`config.mk`:
```
export PLATFORM = sky130hd
export DESIGN_NAME = correlator_core_flat
export DESIGN_NICKNAME = d
export VERILOG_FILES = /design/src/rtl/correlator_pkg.sv /design/src/rtl/correlator_if.sv /design/src/rtl/bp_reg_fsm.sv /design/src/rtl/correlator_core.sv /design/src/flat_wrapper.sv
export SDC_FILE = /design/constraint.sdc
export NUM_CORES = 1
export LEC_CHECK = 0
export CORE_AREA = 8 8 141 143
export CTS_BUF_LIST = sky130_fd_sc_hd__clkbuf_8 sky130_fd_sc_hd__clkbuf_16
export CTS_CLUSTER_DIAMETER = 200
export DETAILED_ROUTE_END_ITERATION = 10
export DIE_AREA = 0 0 149 151
export PLACE_DENSITY = 0.82
export REMOVE_ABC_BUFFERS = 1
export SLEW_MARGIN = 10
export SYNTH_ARGS = -nofsm -noshare
export SYNTH_HDL_FRONTEND = slang
export SYNTH_SLANG_ARGS = --single-unit
```
`constraint.sdc`:
```
create_clock -name i_clk -period 5.2 [get_ports i_clk]
set_clock_uncertainty 0.2 [all_clocks]
set_input_delay 1.56 -clock i_clk [delete_from_list [all_inputs] [get_ports i_clk]]
set_output_delay 1.56 -clock i_clk [all_outputs]
set_load 0.05 [all_outputs]
```
`src/rtl/correlator_pkg.sv`:
```
// Shared constants for the coincidence correlator: register map, ID, FSM encoding, counter layout.
package correlator_pkg;

   localparam int CNT_W = 16;

   localparam logic [7:0] ID_VALUE      = 8'hC0;
   localparam logic [6:0] ADDR_ID       = 7'h00;
   localparam logic [6:0] ADDR_WEXP     = 7'h01;
   localparam logic [6:0] ADDR_STATUS   = 7'h02;
   localparam logic [6:0] ADDR_CTRL     = 7'h03;
   localparam logic [6:0] ADDR_CNT_BASE = 7'h10;

   localparam logic [1:0] ST_IDLE     = 2'd0;
   localparam logic [1:0] ST_WR_DATA  = 2'd1;
   localparam logic [1:0] ST_RD_REPLY = 2'd2;

   typedef struct packed {
      logic [CNT_W-1:0] x;
      logic [CNT_W-1:0] y;
      logic [CNT_W-1:0] isect;
      logic [CNT_W-1:0] symdiff;
   } counts_t;

endpackage

```
`src/rtl/correlator_if.sv`:
```
// Byte-serial BytePipe link; slave is the device, master is the host.
interface correlator_if;
   logic [7:0] i_bp_data;
   logic       i_bp_valid;
   logic       o_bp_ready;
   logic [7:0] o_bp_data;
   logic       o_bp_valid;
   logic       i_bp_ready;

   modport slave (
      input  i_bp_data, i_bp_valid, i_bp_ready,
      output o_bp_ready, o_bp_data, o_bp_valid
   );

   modport master (
      output i_bp_data, i_bp_valid, i_bp_ready,
      input  o_bp_ready, o_bp_data, o_bp_valid
   );
endinterface

```
`src/rtl/bp_reg_fsm.sv`:
```
// BytePipe command decoder: turns cmd/data bytes into register write/read strobes and
// returns one reply byte per read, one enabled cycle after the command is accepted.
module bp_reg_fsm
   import correlator_pkg::*;
(
   input  logic        i_clk,
   input  logic        i_rst,
   input  logic        i_cg,
   correlator_if.slave bp,
   output logic        wr_en,
   output logic [6:0]  wr_addr,
   output logic [7:0]  wr_data,
   output logic        rd_en,
   output logic [6:0]  rd_addr,
   input  logic [7:0]  rd_data
);

   logic [1:0] state;
   logic [6:0] addr_q;
   logic       up_xfer;

   assign bp.o_bp_ready = (state == ST_IDLE) || (state == ST_WR_DATA);
   assign up_xfer       = i_cg && bp.i_bp_valid && bp.o_bp_ready;

   assign wr_en   = up_xfer && (state == ST_WR_DATA);
   assign wr_addr = addr_q;
   assign wr_data = bp.i_bp_data;
   assign rd_en   = up_xfer && (state == ST_IDLE) && !bp.i_bp_data[7];
   assign rd_addr = bp.i_bp_data[6:0];

   always_ff @(posedge i_clk) begin
      if (i_rst) begin
         state         <= ST_IDLE;
         addr_q        <= '0;
         bp.o_bp_valid <= 1'b0;
         bp.o_bp_data  <= '0;
      end else if (i_cg) begin
         case (state)
            ST_IDLE: begin
               if (bp.i_bp_valid) begin
                  if (bp.i_bp_data[7]) begin
                     addr_q <= bp.i_bp_data[6:0];
                     state  <= ST_WR_DATA;
                  end else begin
                     bp.o_bp_data  <= rd_data;
                     bp.o_bp_valid <= 1'b1;
                     state         <= ST_RD_REPLY;
                  end
               end
            end
            ST_WR_DATA: begin
               if (bp.i_bp_valid) state <= ST_IDLE;
            end
            ST_RD_REPLY: begin
               // reply byte stays on the bus until the host takes it
               if (bp.i_bp_ready) begin
                  bp.o_bp_valid <= 1'b0;
                  state         <= ST_IDLE;
               end
            end
            default: state <= ST_IDLE;
         endcase
      end
   end

endmodule

```
`src/rtl/correlator_core.sv`:
```
// Coincidence counter for two event streams over 2^windowExp enabled cycles,
// with BytePipe register access and an atomic snapshot of the 8 result bytes.
module correlator_core
   import correlator_pkg::*;
#(
   parameter int MAX_WINDOW_EXP     = 15,
   parameter int DEFAULT_WINDOW_EXP = 8
)(
   input  logic        i_clk,
   input  logic        i_rst,
   input  logic        i_cg,
   input  logic        i_x,
   input  logic        i_y,
   correlator_if.slave bp
);

   logic       wr_en, rd_en;
   logic [6:0] wr_addr, rd_addr;
   logic [7:0] wr_data, rd_data;

   bp_reg_fsm u_fsm (
      .i_clk   (i_clk),
      .i_rst   (i_rst),
      .i_cg    (i_cg),
      .bp      (bp),
      .wr_en   (wr_en),
      .wr_addr (wr_addr),
      .wr_data (wr_data),
      .rd_en   (rd_en),
      .rd_addr (rd_addr),
      .rd_data (rd_data)
   );

   counts_t          acc, res, shadow, acc_next;
   logic [CNT_W-1:0] t, t_last;
   logic [7:0]       window_exp, wexp_clamped;
   logic             enable, result_valid;
   logic             cfg_wr, snap;

   always_comb begin
      acc_next.x       = acc.x       + CNT_W'(i_x);
      acc_next.y       = acc.y       + CNT_W'(i_y);
      acc_next.isect   = acc.isect   + CNT_W'(i_x & i_y);
      acc_next.symdiff = acc.symdiff + CNT_W'(i_x ^ i_y);
   end

   assign t_last = (CNT_W'(1) << window_exp) - CNT_W'(1);
   assign wexp_clamped = (wr_data == 8'd0)                 ? 8'd1 :
                         (wr_data > 8'(MAX_WINDOW_EXP))    ? 8'(MAX_WINDOW_EXP) : wr_data;
   assign cfg_wr = wr_en && ((wr_addr == ADDR_WEXP) || (wr_addr == ADDR_CTRL));
   assign snap   = rd_en && (rd_addr == ADDR_CNT_BASE);

   always_ff @(posedge i_clk) begin
      if (i_rst) begin
         acc          <= '0;
         res          <= '0;
         shadow       <= '0;
         t            <= '0;
         window_exp   <= 8'(DEFAULT_WINDOW_EXP);
         enable       <= 1'b1;
         result_valid <= 1'b0;
      end else if (i_cg) begin
         if (snap) shadow <= res;
         if (wr_en && (wr_addr == ADDR_WEXP)) window_exp <= wexp_clamped;
         if (wr_en && (wr_addr == ADDR_CTRL)) enable     <= wr_data[0];
         // a config write restarts the window and beats a coincident window end
         if (cfg_wr) begin
            acc          <= '0;
            t            <= '0;
            result_valid <= 1'b0;
         end else if (enable) begin
            if (t == t_last) begin
               res          <= acc_next;
               acc          <= '0;
               t            <= '0;
               result_valid <= 1'b1;
            end else begin
               acc <= acc_next;
               t   <= t + CNT_W'(1);
            end
         end
      end
   end

   // 0x10 replies straight from the results (the value being snapshotted); 0x11-0x17 from the snapshot
   always_comb begin
      rd_data = 8'h00;
      case (rd_addr)
         ADDR_ID:     rd_data = ID_VALUE;
         ADDR_WEXP:   rd_data = window_exp;
         ADDR_STATUS: rd_data = {7'd0, result_valid};
         ADDR_CTRL:   rd_data = {7'd0, enable};
         7'h10:       rd_data = res.x[15:8];
         7'h11:       rd_data = shadow.x[7:0];
         7'h12:       rd_data = shadow.y[15:8];
         7'h13:       rd_data = shadow.y[7:0];
         7'h14:       rd_data = shadow.isect[15:8];
         7'h15:       rd_data = shadow.isect[7:0];
         7'h16:       rd_data = shadow.symdiff[15:8];
         7'h17:       rd_data = shadow.symdiff[7:0];
         default:     rd_data = 8'h00;
      endcase
   end

endmodule

```
`src/flat_wrapper.sv`:
```
// flat-port wrapper written by rule: the top's interface ports become plain ports
module correlator_core_flat import correlator_pkg::*;
#(
   parameter int MAX_WINDOW_EXP     = 15,
   parameter int DEFAULT_WINDOW_EXP = 8
)
  (i_clk, i_rst, i_cg, i_x, i_y, bp_i_bp_data, bp_i_bp_valid, bp_i_bp_ready, bp_o_bp_ready, bp_o_bp_data, bp_o_bp_valid);
  correlator_if bp_i ();
  input  logic i_clk;
  input  logic i_rst;
  input  logic i_cg;
  input  logic i_x;
  input  logic i_y;
  input wire logic [$bits(bp_i.i_bp_data)-1:0] bp_i_bp_data;
  input wire logic [$bits(bp_i.i_bp_valid)-1:0] bp_i_bp_valid;
  input wire logic [$bits(bp_i.i_bp_ready)-1:0] bp_i_bp_ready;
  output wire logic [$bits(bp_i.o_bp_ready)-1:0] bp_o_bp_ready;
  output wire logic [$bits(bp_i.o_bp_data)-1:0] bp_o_bp_data;
  output wire logic [$bits(bp_i.o_bp_valid)-1:0] bp_o_bp_valid;
  assign bp_i.i_bp_data = bp_i_bp_data;
  assign bp_i.i_bp_valid = bp_i_bp_valid;
  assign bp_i.i_bp_ready = bp_i_bp_ready;
  assign bp_o_bp_ready = bp_i.o_bp_ready;
  assign bp_o_bp_data = bp_i.o_bp_data;
  assign bp_o_bp_valid = bp_i.o_bp_valid;
  correlator_core #(.MAX_WINDOW_EXP(MAX_WINDOW_EXP), .DEFAULT_WINDOW_EXP(DEFAULT_WINDOW_EXP)) u_core (.i_clk(i_clk), .i_rst(i_rst), .i_cg(i_cg), .i_x(i_x), .i_y(i_y), .bp(bp_i));
endmodule
```
==> impl_metrics.csv, run 1 <==
group,metric,value,unit
drt,post_drt_wl_per_cell,17.6,um
grt,grt_pass1_vias,8436,
drt,detail_route.first_pass.iterations,6,
layout,layout_common_cells,"228 x dfxtp_1, 190 x nand2_1, 133 x nor2_1",
sta,fin_crit_sh,0.945,
layout,layout-drive-gt1-share,0.0680,
logic_synthesis,syn_avg_cell_area,8.59,um2
layout,antenna_cells,0,
clocking,cts.sinks,228,
layout,fill_cells,1403,
power,p_int,2700,uW
grt,antenna_found_initial,0,
grt,grtUsageTotal,0.230,
layout,seq_area,4560,um2
logic_synthesis,synthesis.area,10700,um2
sta,hold_viol,0,
clocking,clockBufferDepth,3,
logic_synthesis,yosysUniqueCellTypes,66,
die,io_pins,25,
sta,rsz0062_at_grt,"false",
drt,detail_route.wirelength,26000,um
clocking,path_clk_slew,0.06,ns
grt,grt_max_degree,78,
sta,setup_tns,0,ns
placement,place_congestion,0.886,
die,start_util,0.605,
power,p_per_area,293,nW/um2
setup_path,cp.required,5.36,ns
logic_synthesis,ys.flop_type,"dfxtp_1",
drt,via_count,8899,
sta,fin_crit,4.91,ns
drt,post-route-drc-count,0,
setup_path,critPathMaxStageDelay,0.54,ns
sta,setup-violations-final,0,
clocking,cts_tree,"yes",
sta,drv_slew,0,
logic_synthesis,ys_ff_latch,228,
drt,postRouteAntennaNets,0,
clocking,cts-root-buf,"clkbuf_16",
power,cellLeakagePower,0.00483,uW
logic_synthesis,synth_edf_count,0,
clocking,cts_hold_repair.buffers,0,
power,clockPowerShare,0.455,
outcome,outcome,"finished, final reports clean",
setup_path,crit_path_top_delay_cell,"or4_1",
layout,final_common_cell,"dfxtp_1",
sta,fmax,0.204,GHz
clocking,ctsHtreeMaxLevel,1,
die,rows,49,
setup_path,crit_type,"reg2reg",
logic_synthesis,synthArstFlopShare,0,
layout,fin_util,0.671,
power,ir_worst_vdd,0.287,mV
grt,grt_pass1_wl,42400,um
drt,vias_per_cell,6.02,
flow_run,drv_cap,0,
drt,drtIter0Drc,754,
power,p_switching,766,uW
grt,grt-ovfl-total,0,
power,power_frac_seq,0.508,
logic_synthesis,netlist_instances,1244,
clocking,clk-insertion-delay-late,0.52,ns
sta,slew-limit-headroom,0.418,
logic_synthesis,synth_warnings,0,
setup_path,critical_path_buf_inv_count,3,
die,die_h,151,um
die,die_w,149,um
setup_path,path_cells,"or4_1, or3_1, or3_1, ha_1, buf_4, inv_1, or3_1, o21ai_0, a211o_1, or4b_1, nor4_4, o21a_2, buf_12, nor3_1",
layout,multiInputGateArea,5750,um2
die,dieArea,22500,um2
placement,dpl.hpwl,17000,um
worst_hold_path,hold_class,"reg2reg",
setup_path,crit_path_end_kind,"flop",
placement,port_buffers,24,
clocking,cts_resized,0,
logic_synthesis,yosysSeqAreaShare,0.427,
layout,fin_nets,1262,
setup_path,cpMostUsedCell,"or3_1",
sta,tightest_slew,0.867,ns
power,p_comb_frac,0.037,
power,switching_share,0.221,
clocking,cts_buffers,24,
setup_path,worstPathMaxFanout,36,
setup_path,cp_top_family,"simple AND/OR/NAND/NOR gates",
setup_path,critPathLaunchType,"flop",
clocking,post_cts_buffers,0,
setup_path,worstPathArrival,5.07,ns
layout,syn_to_final_growth,10.8,%
die,core,17700,um2
==> sequential cells by signal (all words and copies together), names as in the netlist <==
signal,cells
u_core.result_valid,1
u_core.shadow,56
u_core.t,16
u_core.u_fsm.state,2
u_core.acc,64
u_core.u_fsm.bp.o_bp_data,8
u_core.enable,1
u_core.u_fsm.bp.o_bp_valid,1
u_core.res,64
u_core.window_exp,8
u_core.u_fsm.wr_addr,7
==> through the flow <==
step / total power, uW / std cells / area [um2] / hold WS [ns] / worst slack (ns)
finish: 3470 / 1479 / 11800 / 0.247 / 0.288
global route: 3570 / 1479 / 11800 / 0.269 / 0.0564
CTS: 3490 / 1479 / 11800 / 0.252 / 0.374
detailed placement: 1930 / 1439 / 11100 / 0.244 / 0.411
global placement: 1920 / 1439 / 11100 / 0.237 / 0.518
floorplan: 1850 / 1161 / 10300 / 0.225 / -1.92
==> cells in the mapped netlist (9+ instances only) <==
cell / n / area share
nor3_1: 66 / 0.031
xnor2_1: 53 / 0.043
a22o_1: 20 / 0.016
clkbuf_1: 62 / 0.022
ha_1: 11 / 0.013
nand4_1: 10 / 0.0059
buf_2: 12 / 0.0056
and2_1: 9 / 0.0053
a21oi_1: 69 / 0.032
a221o_1: 12 / 0.011
or3_1: 10 / 0.0059
nor2_1: 134 / 0.047
inv_1: 12 / 0.0042
nand3_1: 40 / 0.019
mux2i_1: 78 / 0.073
nand2_1: 190 / 0.067
a22oi_1: 11 / 0.0077
and3_1: 18 / 0.011
o21ai_0: 20 / 0.0094
dfxtp_1: 228 / 0.43
xor2_1: 60 / 0.049
==> worst min-delay path: cells and delay by family, from the launching register on <==
family          cells  cell delay (ns)
simple gates        1             0.05
compound gates      1             0.05
flops               1             0.31
==> cell type report <==
cell class | instances | share of cell area
clock buffers | 26 | 0.0530
multi-input cells | 921 | 0.485
well taps | 229 | 0.0242
clock inverters | 14 | 0.00792
flip-flops and latches | 228 | 0.385
repair buffers | 49 | 0.0404
inverters | 12 | 0.00380
==> final timing paths <==
path                         from                 to  depth (start not counted)  slack [ns]
min                u_core.res[26]  u_core.shadow[26]                          2        0.25
max reg2reg  u_core.window_exp[7]      u_core.acc[6]                         14        0.29
max          u_core.window_exp[7]      u_core.acc[6]                         14        0.29
min reg2reg        u_core.res[26]  u_core.shadow[26]                          2        0.25
==> power groups by stage <==
stage               clock network, uW  registers, uW  logic, uW
floorplan                           0           1800       48.0
global placement                    0           1800        123
CTS                              1600           1760        126
detailed placement                  0           1800        126
finish                           1580           1760        127
global route                     1670           1760        137
==> cell families (layout without fill, tap and decap cells) <==
| logic type | count (synthesis) | in the layout | share of synthesized area |
|---|---|---|---|
| muxes | 91 | 91 | 0.0920 |
| buffers and inverters | 95 | 101 | 0.0365 |
| xor gates and xnor gates | 113 | 113 | 0.0926 |
| AOI/OAI and AO/OA | 182 | 182 | 0.116 |
| DFF | 228 | 228 | 0.427 |
| adders and majority gates | 11 | 11 | 0.0129 |
| and+or+nand+nor | 524 | 524 | 0.223 |
==> layer usage <==
layer	wire [um]	global-route usage
met5	0	0
met4	651	0.0798
met3	1750	0.0403
met2	12300	0.384
met1	11300	0.296
No activity file was read; power rests on OpenSTA's default activity.
==> run 2, diff against run 1 <==
Settings changed: REMOVE_ABC_BUFFERS 1 to not set.
==> run 2 against run 1 <==
Against the previous run:
- via count decreased by 1.1%
- count of clock-buffer cells in the layout up 6
- sequential power barely moved
- global-route usage fell by 1.1 points
- power is 5.2% higher
- final area rose by 0.74%
- clock power rose by 11%
- non-clock buffer count is 2 lower
- core utilization rose by 0.50 points
- cell count grew 0.14%
- critical path depth unchanged
- hold slack barely moved
- highest routed layer is now met5
==> impl_metrics.csv, run 2 (same netlist as run 1, synthesis figures left out) <==
group,metric,value,unit
setup_path,path_cells,"or4_1, or3_1, or3_1, ha_1, buf_4, inv_1, or3_1, o21ai_0, a211o_1, or4b_1, nor4_4, buf_4, nor2_4, a221o_1",
die,io_pins,25,
sta,fmax,0.211,GHz
drt,postRouteAntennaNets,0,
setup_path,cp.required,5.39,ns
clocking,clk-insertion-delay-late,0.51,ns
drt,detail_route.first_pass.iterations,5,
sta,slew-limit-headroom,0.370,
grt,antenna_found_initial,1,
layout,antenna_cells,0,
placement,place_congestion,0.852,
clocking,cts_hold_repair.buffers,0,
setup_path,crit_path_end_kind,"flop",
drt,detail_route.wirelength,25100,um
die,dieArea,22500,um2
clocking,cts_resized,0,
setup_path,worstPathMaxFanout,28,
power,p_comb_frac,0.034,
clocking,post_cts_buffers,0,
setup_path,critPathMaxStageDelay,0.54,ns
sta,setup-violations-final,0,
setup_path,cpMostUsedCell,"or3_1",
clocking,cts-root-buf,"clkbuf_16",
sta,fin_crit,4.75,ns
setup_path,worstReg2RegStart,"u_core.window_exp[7]",
clocking,cts_tree,"yes",
power,p_switching,784,uW
drt,drtIter0Drc,597,
layout,fin_cells,1481,
layout,reg.largest.list,"u_core.acc (64), u_core.res (64), u_core.shadow (56)",
sta,drv_slew,0,
die,core,17700,um2
grt,grt_max_degree,110,
power,power_frac_seq,0.483,
power,p_per_area,306,nW/um2
worst_hold_path,hold_class,"reg2reg",
die,die_w,149,um
layout,fin_nets,1260,
power,clockPowerShare,0.483,
die,die_h,151,um
sta,tightest_slew,0.945,ns
layout,layout-drive-gt1-share,0.0759,
clocking,path_clk_slew,0.06,ns
drt,post-route-drc-count,0,
grt,grtUsageTotal,0.219,
power,p_int,2870,uW
setup_path,crit_path_top_delay_cell,"or4_1",
outcome,outcome,"finished, final reports clean",
layout,layout_common_cells,"228 x dfxtp_1, 190 x nand2_1, 133 x nor2_1",
grt,grt-ovfl-total,0,
power,ir_worst_vdd,0.370,mV
worst_hold_path,min_from,"u_core.res[29]",
placement,port_buffers,24,
grt,grt_pass1_vias,8300,
grt,grt_pass1_wl,40900,um
setup_path,crit_type,"reg2reg",
sta,rsz0062_at_grt,"false",
sta,fin_crit_sh,0.913,
logic_synthesis,syn_nets,1270,
layout,final_common_cell,"dfxtp_1",
drt,post_drt_wl_per_cell,17.0,um
drt,vias_per_cell,5.94,
clocking,cts_buffers,24,
die,rows,49,
clocking,ctsHtreeMaxLevel,1,
clocking,clockBufferDepth,3,
drt,via_count,8799,
sta,setup_tns,0,ns
placement,placed_cells,1437,
flow_run,drv_cap,0,
power,cellLeakagePower,0.00485,uW
sta,hold_viol,0,
layout,syn_to_final_growth,11.6,%
clocking,cts.sinks,228,
placement,dpl.hpwl,16000,um
setup_path,critPathLaunchType,"flop",
power,switching_share,0.215,
setup_path,crit_start,"u_core.window_exp[7]",
setup_path,worstPathArrival,4.94,ns
die,start_util,0.605,
==> run 2: cell types whose count changed in the layout (fill, tap and decap cells not counted) <==
cell | previous run | this run
clkinv_4 | 0 | 1
inv_1 | 22 | 14
clkbuf_8 | 2 | 7
clkinv_2 | 2 | 6
buf_4 | 21 | 20
clkinv_8 | 1 | 0
bufinv_16 | 1 | 2
buf_12 | 4 | 3
inv_6 | 0 | 1
clkbuf_16 | 24 | 25
==> run 2: per-layer routing <==
| metal | global-route usage | wire length (um) |
|---|---|---|
| met3 | 0.0412 | 1520 |
| met5 | 0 | 13 |
| met1 | 0.277 | 11200 |
| met2 | 0.376 | 11800 |
| met4 | 0.0626 | 624 |
==> run 2: path summary, 6_finish.rpt <==
path	to	slack, ns	cells after the start
worst max register to register	u_core.acc[14]	0.45	14
worst min register to register	u_core.shadow[29]	0.25	2
worst min-delay path	u_core.shadow[29]	0.25	2
worst max-delay path	u_core.acc[14]	0.45	14
==> run 2: power by group through the flow <==
stage	sequential [uW]	clock, uW	combinational [uW]
after floorplan	1800	0	80.4
after global placement	1800	0	121
after detailed placement	1800	0	123
after CTS	1760	1780	124
after global routing	1760	1860	135
final	1760	1760	125
==> run 2: critical path, delay by kind of cell, from the launching register on <==
kind,cells,cell delay (ns)
buf+inv,3,0.62
simple gates,7,2.41
fa+ha+maj,1,0.32
compound gates,3,0.76
flops,1,0.33
==> run 2: final cells by class <==
class                      count  area, um2
sequential                   228       4560
clock buffer                  32        722
tap                          229        287
fill                        1416       5720
inverter                      12       45.0
timing repair buffer          47        452
multi-input combinational    921       5750
clock inverter                12        115
==> run 2: stage by stage <==
step	hold slack [ns]	util	worst slack [ns]	power, uW	area (um2)
2_1_floorplan	0.232	-	0.631	1880	10700
3_3_place_gp	0.238	0.628	0.376	1920	11100
3_5_place_dp	0.245	0.628	0.296	1920	11100
4_1_cts	0.254	0.676	0.270	3670	11900
5_1_grt	0.270	0.676	0.215	3760	11900
6_report	0.246	0.676	0.454	3650	11900
